==> src/rtl/mem_port_arbiter.sv <==
// Arbitrates one fixed-latency single-port memory between the fetch (I) and load/store (D) ports.
// Optional ARB_ROUND_ROBIN_EN: alternate grants on contention instead of fixed D-over-I priority.
module mem_port_arbiter #(
  parameter int ADDR_W  = 32,
  parameter int DATA_W  = 32,
  parameter int MEM_LAT = 2
) (
  input  logic                  clk,
  input  logic                  rst,
  input  logic                  if_req,
  input  logic [ADDR_W-1:0]     if_addr,
  output logic                  if_ack,
  output logic [DATA_W-1:0]     if_rdata,
  input  logic                  d_req,
  input  logic                  d_we,
  input  logic [ADDR_W-1:0]     d_addr,
  input  logic [DATA_W-1:0]     d_wdata,
  input  logic [DATA_W/8-1:0]   d_be,
  output logic                  d_ack,
  output logic [DATA_W-1:0]     d_rdata,
  output logic                  mem_req,
  output logic                  mem_we,
  output logic [ADDR_W-1:0]     mem_addr,
  output logic [DATA_W-1:0]     mem_wdata,
  output logic [DATA_W/8-1:0]   mem_be,
  input  logic [DATA_W-1:0]     mem_rdata,
  output logic                  core_stall,
  output logic [1:0]            dbg_state
);

  localparam int BE_W  = DATA_W / 8;
  localparam int CNT_W = (MEM_LAT < 2) ? 1 : $clog2(MEM_LAT + 1);

  if (MEM_LAT < 1) begin : g_lat_check
    $error("mem_port_arbiter: MEM_LAT must be >= 1");
  end

  typedef enum logic [1:0] {
    IDLE   = 2'd0,
    ACCESS = 2'd1,
    RESP   = 2'd2
  } state_t;

  state_t              state;
  logic                owner_d;
  logic                we_q;
  logic                first_q;
  logic [ADDR_W-1:0]   addr_q;
  logic [DATA_W-1:0]   wdata_q;
  logic [BE_W-1:0]     be_q;
  logic [CNT_W-1:0]    cnt;
  logic [DATA_W-1:0]   rdata_q;
  logic                if_ack_q;
  logic                d_ack_q;
  logic                grant_d;

  // Handshake: a port raises req and holds its request fields stable until it sees a
  // one-cycle ack; the ack cycle is the only cycle in which its rdata is meaningful.
`ifdef ARB_ROUND_ROBIN_EN
  logic last_d;

  always_comb grant_d = d_req & (~if_req | ~last_d);

  always_ff @(posedge clk or negedge rst) begin
    if (!rst) begin
      last_d <= 1'b0;
    end else if (state == IDLE && (if_req | d_req)) begin
      last_d <= grant_d;
    end
  end
`else
  always_comb grant_d = d_req;
`endif

  always_ff @(posedge clk or negedge rst) begin
    if (!rst) begin
      state    <= IDLE;
      owner_d  <= 1'b0;
      we_q     <= 1'b0;
      first_q  <= 1'b0;
      addr_q   <= '0;
      wdata_q  <= '0;
      be_q     <= '0;
      cnt      <= '0;
      rdata_q  <= '0;
      if_ack_q <= 1'b0;
      d_ack_q  <= 1'b0;
    end else begin
      if_ack_q <= 1'b0;
      d_ack_q  <= 1'b0;
      first_q  <= 1'b0;
      case (state)
        IDLE: begin
          if (if_req | d_req) begin
            owner_d <= grant_d;
            we_q    <= grant_d & d_we;
            addr_q  <= grant_d ? d_addr : if_addr;
            wdata_q <= grant_d ? d_wdata : '0;
            be_q    <= grant_d ? d_be : '0;
            cnt     <= CNT_W'(MEM_LAT);
            first_q <= 1'b1;
            state   <= ACCESS;
          end
        end
        ACCESS: begin
          cnt <= cnt - 1'b1;
          // Last access cycle: memory data is valid now, stores return zero.
          if (cnt == CNT_W'(1)) begin
            rdata_q  <= we_q ? '0 : mem_rdata;
            if_ack_q <= ~owner_d;
            d_ack_q  <= owner_d;
            state    <= RESP;
          end
        end
        RESP:    state <= IDLE;
        default: state <= IDLE;
      endcase
    end
  end

  logic in_access;
  assign in_access = (state == ACCESS);

  assign mem_req    = first_q;
  assign mem_we     = in_access & we_q;
  assign mem_addr   = in_access ? addr_q : '0;
  assign mem_wdata  = in_access ? wdata_q : '0;
  assign mem_be     = in_access ? be_q : '0;
  assign if_ack     = if_ack_q;
  assign d_ack      = d_ack_q;
  assign if_rdata   = rdata_q;
  assign d_rdata    = rdata_q;
  assign core_stall = (if_req & ~if_ack_q) | (d_req & ~d_ack_q);
  assign dbg_state  = state;

endmodule

==> config.mk <==
export PLATFORM = sky130hd
export DESIGN_NAME = mem_port_arbiter
export DESIGN_NICKNAME = d
export VERILOG_FILES = /design/src/rtl/mem_port_arbiter.sv
export SDC_FILE = /design/constraint.sdc
export NUM_CORES = 1
export LEC_CHECK = 0
export ABC_AREA = 1
export CORE_MARGIN = 1.5
export CORE_UTILIZATION = 36
export CTS_BUF_LIST = sky130_fd_sc_hd__clkbuf_8 sky130_fd_sc_hd__clkbuf_16
export CTS_CLUSTER_SIZE = 10
export DETAILED_ROUTE_END_ITERATION = 8
export PLACE_DENSITY = 0.77
export SYNTH_ARGS = -nofsm -noshare
export SYNTH_HDL_FRONTEND = slang
export SYNTH_SLANG_ARGS = --single-unit
==> constraint.sdc <==
create_clock -name clk -period 1.2 [get_ports clk]
set_input_delay 0.3 -clock clk [delete_from_list [all_inputs] [get_ports clk]]
set_output_delay 0.3 -clock clk [all_outputs]
set_load 0.05 [all_outputs]
==> run_summary.xml <==
<?xml version="1.0" encoding="UTF-8"?>
<metrics>
  <group name="status">
    <metric name="status" unit="">finished with violations</metric>
    <metric name="violations" unit="">negative setup slack</metric>
  </group>
  <group name="synth">
    <metric name="post_synth_design_cell_area" unit="mm^2">0.005340</metric>
    <metric name="yosys-top-cells-count" unit="">nand2_1 (204), dfrtp_1 (109), inv_1 (73), nor2_1 (72), o21ai_1 (71)</metric>
    <metric name="yosys.cell_count.top_type" unit="">nand2_1</metric>
    <metric name="leading_register_cell_type_out_of_synthesis" unit="">dfrtp_1</metric>
    <metric name="synth_top_area_share" unit="">0.5108</metric>
    <metric name="post_synthesis_cell_type_with_the_largest_combined_area" unit="">dfrtp_1</metric>
    <metric name="synth-warning-count" unit="">0</metric>
    <metric name="syn_avg_cell_area" unit="um^2">7.796</metric>
    <metric name="synth-edff-count" unit="">0</metric>
    <metric name="post_synth_main_area_contributors" unit="">dfrtp_1 (51%), nand2_1 (14%), o21ai_1 (6.7%)</metric>
    <metric name="syn_inst_count" unit="">685</metric>
    <metric name="synth-seq-cells" unit="">109</metric>
    <metric name="synthDistinctLibCells" unit="">18</metric>
    <metric name="synth_fp_nets" unit="">823</metric>
    <metric name="yosysSeqAreaShare" unit="">0.5108</metric>
    <metric name="synth-async-reset-ratio" unit="">1.000</metric>
  </group>
  <group name="layout">
    <metric name="final_area" unit="mm^2">0.01163</metric>
    <metric name="final.fill_count" unit="">843</metric>
    <metric name="flow.area_growth_from_synthesis" unit="%">117.7</metric>
    <metric name="layout.core_utilization" unit="">0.8000</metric>
    <metric name="share_of_final_layout_standard_cells_stronger_than_drive_strength_1" unit="">0.3837</metric>
    <metric name="fin_nets" unit="">1113</metric>
  </group>
  <group name="detailed_routing">
    <metric name="antenna_violating_nets_post_route" unit="">0</metric>
    <metric name="totalWireLength" unit="um">21550</metric>
    <metric name="route.detailed.vias_per_inst" unit="">4.928</metric>
    <metric name="drc" unit="">0</metric>
    <metric name="drt-initial-drc-count" unit="">287</metric>
    <metric name="drt_first_pass_iters" unit="">5</metric>
    <metric name="num_vias" unit="">5741</metric>
    <metric name="wl_per_cell" unit="um">18.50</metric>
  </group>
  <group name="sta">
    <metric name="timing.clock.skew" unit="ns">0.005361</metric>
    <metric name="unrepaired_setup_endpoints_after_global_routing" unit="">yes</metric>
    <metric name="fmax" unit="GHz">0.5637</metric>
    <metric name="setup_violations" unit="">247</metric>
    <metric name="fin_crit" unit="ns">1.774</metric>
    <metric name="worst_pin_slew" unit="ns">0.2750</metric>
    <metric name="timing.slew.headroom" unit="">0.8167</metric>
    <metric name="hold_viol" unit="">0</metric>
    <metric name="timing.final.ws_setup" unit="ns">-0.5739</metric>
    <metric name="whs" unit="ns">0.3654</metric>
    <metric name="post_route_fraction_of_the_period_consumed_by_the_critical_path" unit="">1.478</metric>
    <metric name="final-max-slew-violation-count" unit="">0</metric>
  </group>
  <group name="placed_design">
    <metric name="gpl.final_weighted_congestion" unit="">0.7724</metric>
    <metric name="postPlaceCellArea" unit="mm^2">0.01004</metric>
    <metric name="place_hpwl" unit="um">12970</metric>
    <metric name="detailedPlace.worstSlack" unit="ns">-0.4190</metric>
    <metric name="place.port_buffers" unit="">275</metric>
  </group>
  <group name="worst_setup_path">
    <metric name="timing.critical_path.slowest_stage_cell" unit="">dfrtp_2</metric>
    <metric name="rrSetupSlack" unit="ns">-0.56</metric>
    <metric name="critical_path.max_stage_delay" unit="ns">0.49</metric>
    <metric name="required" unit="ns">0.90</metric>
    <metric name="combined_buffer_and_inverter_count_along_the_critical_path" unit="">2</metric>
    <metric name="cpMostUsedCell" unit="">buf_12</metric>
    <metric name="cp_max_fo" unit="">18</metric>
    <metric name="startpoint_type" unit="">register</metric>
    <metric name="r2r_start" unit="">dbg_state[1]</metric>
    <metric name="critPathTopFamily" unit="">flip-flops</metric>
    <metric name="cp_num_cells" unit="">4</metric>
    <metric name="rr_worst_depth" unit="">12</metric>
    <metric name="r2r-end" unit="">addr_q[28]</metric>
    <metric name="path_class" unit="">register to primary output</metric>
    <metric name="cp_data_arrival_time" unit="ns">1.47</metric>
    <metric name="timing.critical_path.to_type" unit="">primary output</metric>
    <metric name="path_cells" unit="">nand2_8 &gt; buf_12 &gt; nor2_4 &gt; buf_12</metric>
  </group>
  <group name="clock_network">
    <metric name="cts_inserted_buffers" unit="">9</metric>
    <metric name="clk-insertion-delay-late" unit="ns">0.35</metric>
    <metric name="tritoncts" unit="">yes</metric>
    <metric name="ctsRootBufferMaster" unit="">clkbuf_16</metric>
    <metric name="cts-root-to-sink-buffers" unit="">2</metric>
    <metric name="clkTransAtPathRegs" unit="ns">0.07</metric>
    <metric name="cts_num_sinks" unit="">109</metric>
    <metric name="ctsHtreeMaxLevel" unit="">3</metric>
  </group>
  <group name="min_path">
    <metric name="worst_hold_path.endpoint" unit="">owner_d</metric>
    <metric name="hold_depth" unit="">3</metric>
    <metric name="hold_path.class" unit="">input port to register</metric>
    <metric name="startpoint_of_the_lowest_slack_hold_path" unit="">d_req</metric>
  </group>
  <group name="die">
    <metric name="die_area" unit="mm^2">0.01557</metric>
    <metric name="fp.coreArea" unit="mm^2">0.01453</metric>
    <metric name="design.portCount" unit="">276</metric>
    <metric name="die_w" unit="um">124.8</metric>
    <metric name="floorplan.initialDensity" unit="">0.3674</metric>
    <metric name="die_h" unit="um">124.8</metric>
    <metric name="num_rows" unit="">44</metric>
  </group>
  <group name="job">
    <metric name="max_cap_viol_count" unit="">0</metric>
  </group>
  <group name="global_routing">
    <metric name="grt_usage" unit="">0.2731</metric>
    <metric name="grt_remaining_overflow" unit="">0</metric>
    <metric name="grt_first_pass_wirelength" unit="um">32840</metric>
    <metric name="via_count_of_the_first_global_routing_pass" unit="">5810</metric>
    <metric name="antenna_violations_before_repair" unit="">1</metric>
    <metric name="grt_start_max_net_pins" unit="">40</metric>
  </group>
  <group name="power_and_ir_drop">
    <metric name="leak_pwr" unit="nW">5.141</metric>
    <metric name="powerDensity" unit="mW/mm^2">3369</metric>
    <metric name="post-layout-total-power" unit="mW">39.17</metric>
    <metric name="worst_ir_drop_vdd" unit="V">0.001679</metric>
  </group>
</metrics>
==> placed cells by master (no fill, tap or decap), types with 2 or more instances in the layout <==
cell type        Yosys  final
buf_16               0     18
buf_6               12      9
clkinvlp_4           0      2
inv_1               73     73
nand3_1             39     39
o21ai_1             71     78
nor2_1              72      2
o21ai_2              0     20
dfrtp_1            109     73
nor2_4               2     73
dfrtp_2              0     36
buf_8                0      3
clkbuf_16            0     12
buf_12               0    161
inv_4                0      2
nand2_8              0      3
buf_4               35     22
o21ai_0             32      5
nand2_2              0      2
nand2_4              0      3
clkdlybuf4s50_1      0    133
nand2_1            204    197
bufbuf_16            0      2
==> final cells by class <==
type | count | area [um^2] | area share
clock inverters | 6 | 62.56 | 0.005380
clock buffers | 10 | 239.0 | 0.02055
inverters | 76 | 295.3 | 0.02540
diodes | 1 | 2.502 | 0.0002152
multi-input cells | 425 | 2500 | 0.2150
repair buffers | 354 | 5525 | 0.4752
flip-flops and latches | 109 | 2773 | 0.2385
well taps | 184 | 230.2 | 0.01980
==> per-layer routing <==
| metal | GRT usage | vias to the layer above | wire (um) |
|---|---|---|---|
| met4 | 0.09331 | 0 | 487 |
| met2 | 0.4832 | 265 | 11380 |
| li1 | - | 2682 | - |
| met1 | 0.3275 | 2764 | 8215 |
| met5 | 0 | - | 0 |
| met3 | 0.05971 | 30 | 1475 |
==> tightest hold or removal path: stages <==
cell,delay [ns]
buf_2,0.16
inv_4,0.11
o21ai_0,0.09
==> state kept, by name, indices dropped and copies added (netlist names) <==
| name | cells |
|---|---|
| owner_d | 1 |
| we_q | 1 |
| dbg_state | 2 |
| d_ack | 1 |
| d_rdata | 32 |
| addr_q | 32 |
| wdata_q | 32 |
| if_ack | 1 |
| be_q | 4 |
| cnt | 2 |
| mem_req | 1 |
==> repair_timing <==
| action | 4_1_cts | 5_1_grt |
|---|---|---|
| pin swaps | 3 | 2 |
| gates cloned | 20 | 5 |
| endpoints found under the setup margin | 244 | 247 |
| buffers inserted | 24 | 2 |
| endpoints found under the hold margin | 13 | 0 |
| resized for setup | 86 | 24 |
| hold buffers | 1 | 0 |
==> power by group <==
part,internal [mW],switching [mW],leakage (nW)
clock,1.67,1.39,0.146
combinational,13.8,15.6,3.66
sequential,5.39,1.36,1.33
total,20.9,18.3,5.14
==> cell families (layout without fill, tap and decap cells) <==
family	after synthesis	after routing	synth area share
AOI/OAI and AO/OA	104	104	0.09770
adders and majority gates	1	1	0.002343
and+or+nand+nor	319	320	0.2371
buffers and inverters	152	446	0.1521
other	0	1	0
DFF	109	109	0.5108
==> worst max-delay path by stage <==
stage,from,to,slack (ns)
6_report,dbg_state[0],mem_wdata[11],-0.57
5_1_grt,dbg_state[1],wdata_q[2],-0.63
4_1_cts,dbg_state[1],mem_wdata[26],-0.56
3_5_place_dp,if_req,core_stall,-0.42
3_3_place_gp,if_req,core_stall,-0.41
2_1_floorplan,dbg_state[1],mem_wdata[10],-0.55
==> metrics by stage <==
step,instances,TNS [ns]
2_1_floorplan,685,-32.65
3_3_place_gp,1098,-35.26
3_5_place_dp,1098,-38.64
4_1_cts,1159,-68.55
5_1_grt,1165,-86.91
6_report,1165,-75.16
No activity file was read; power rests on OpenSTA's default activity.
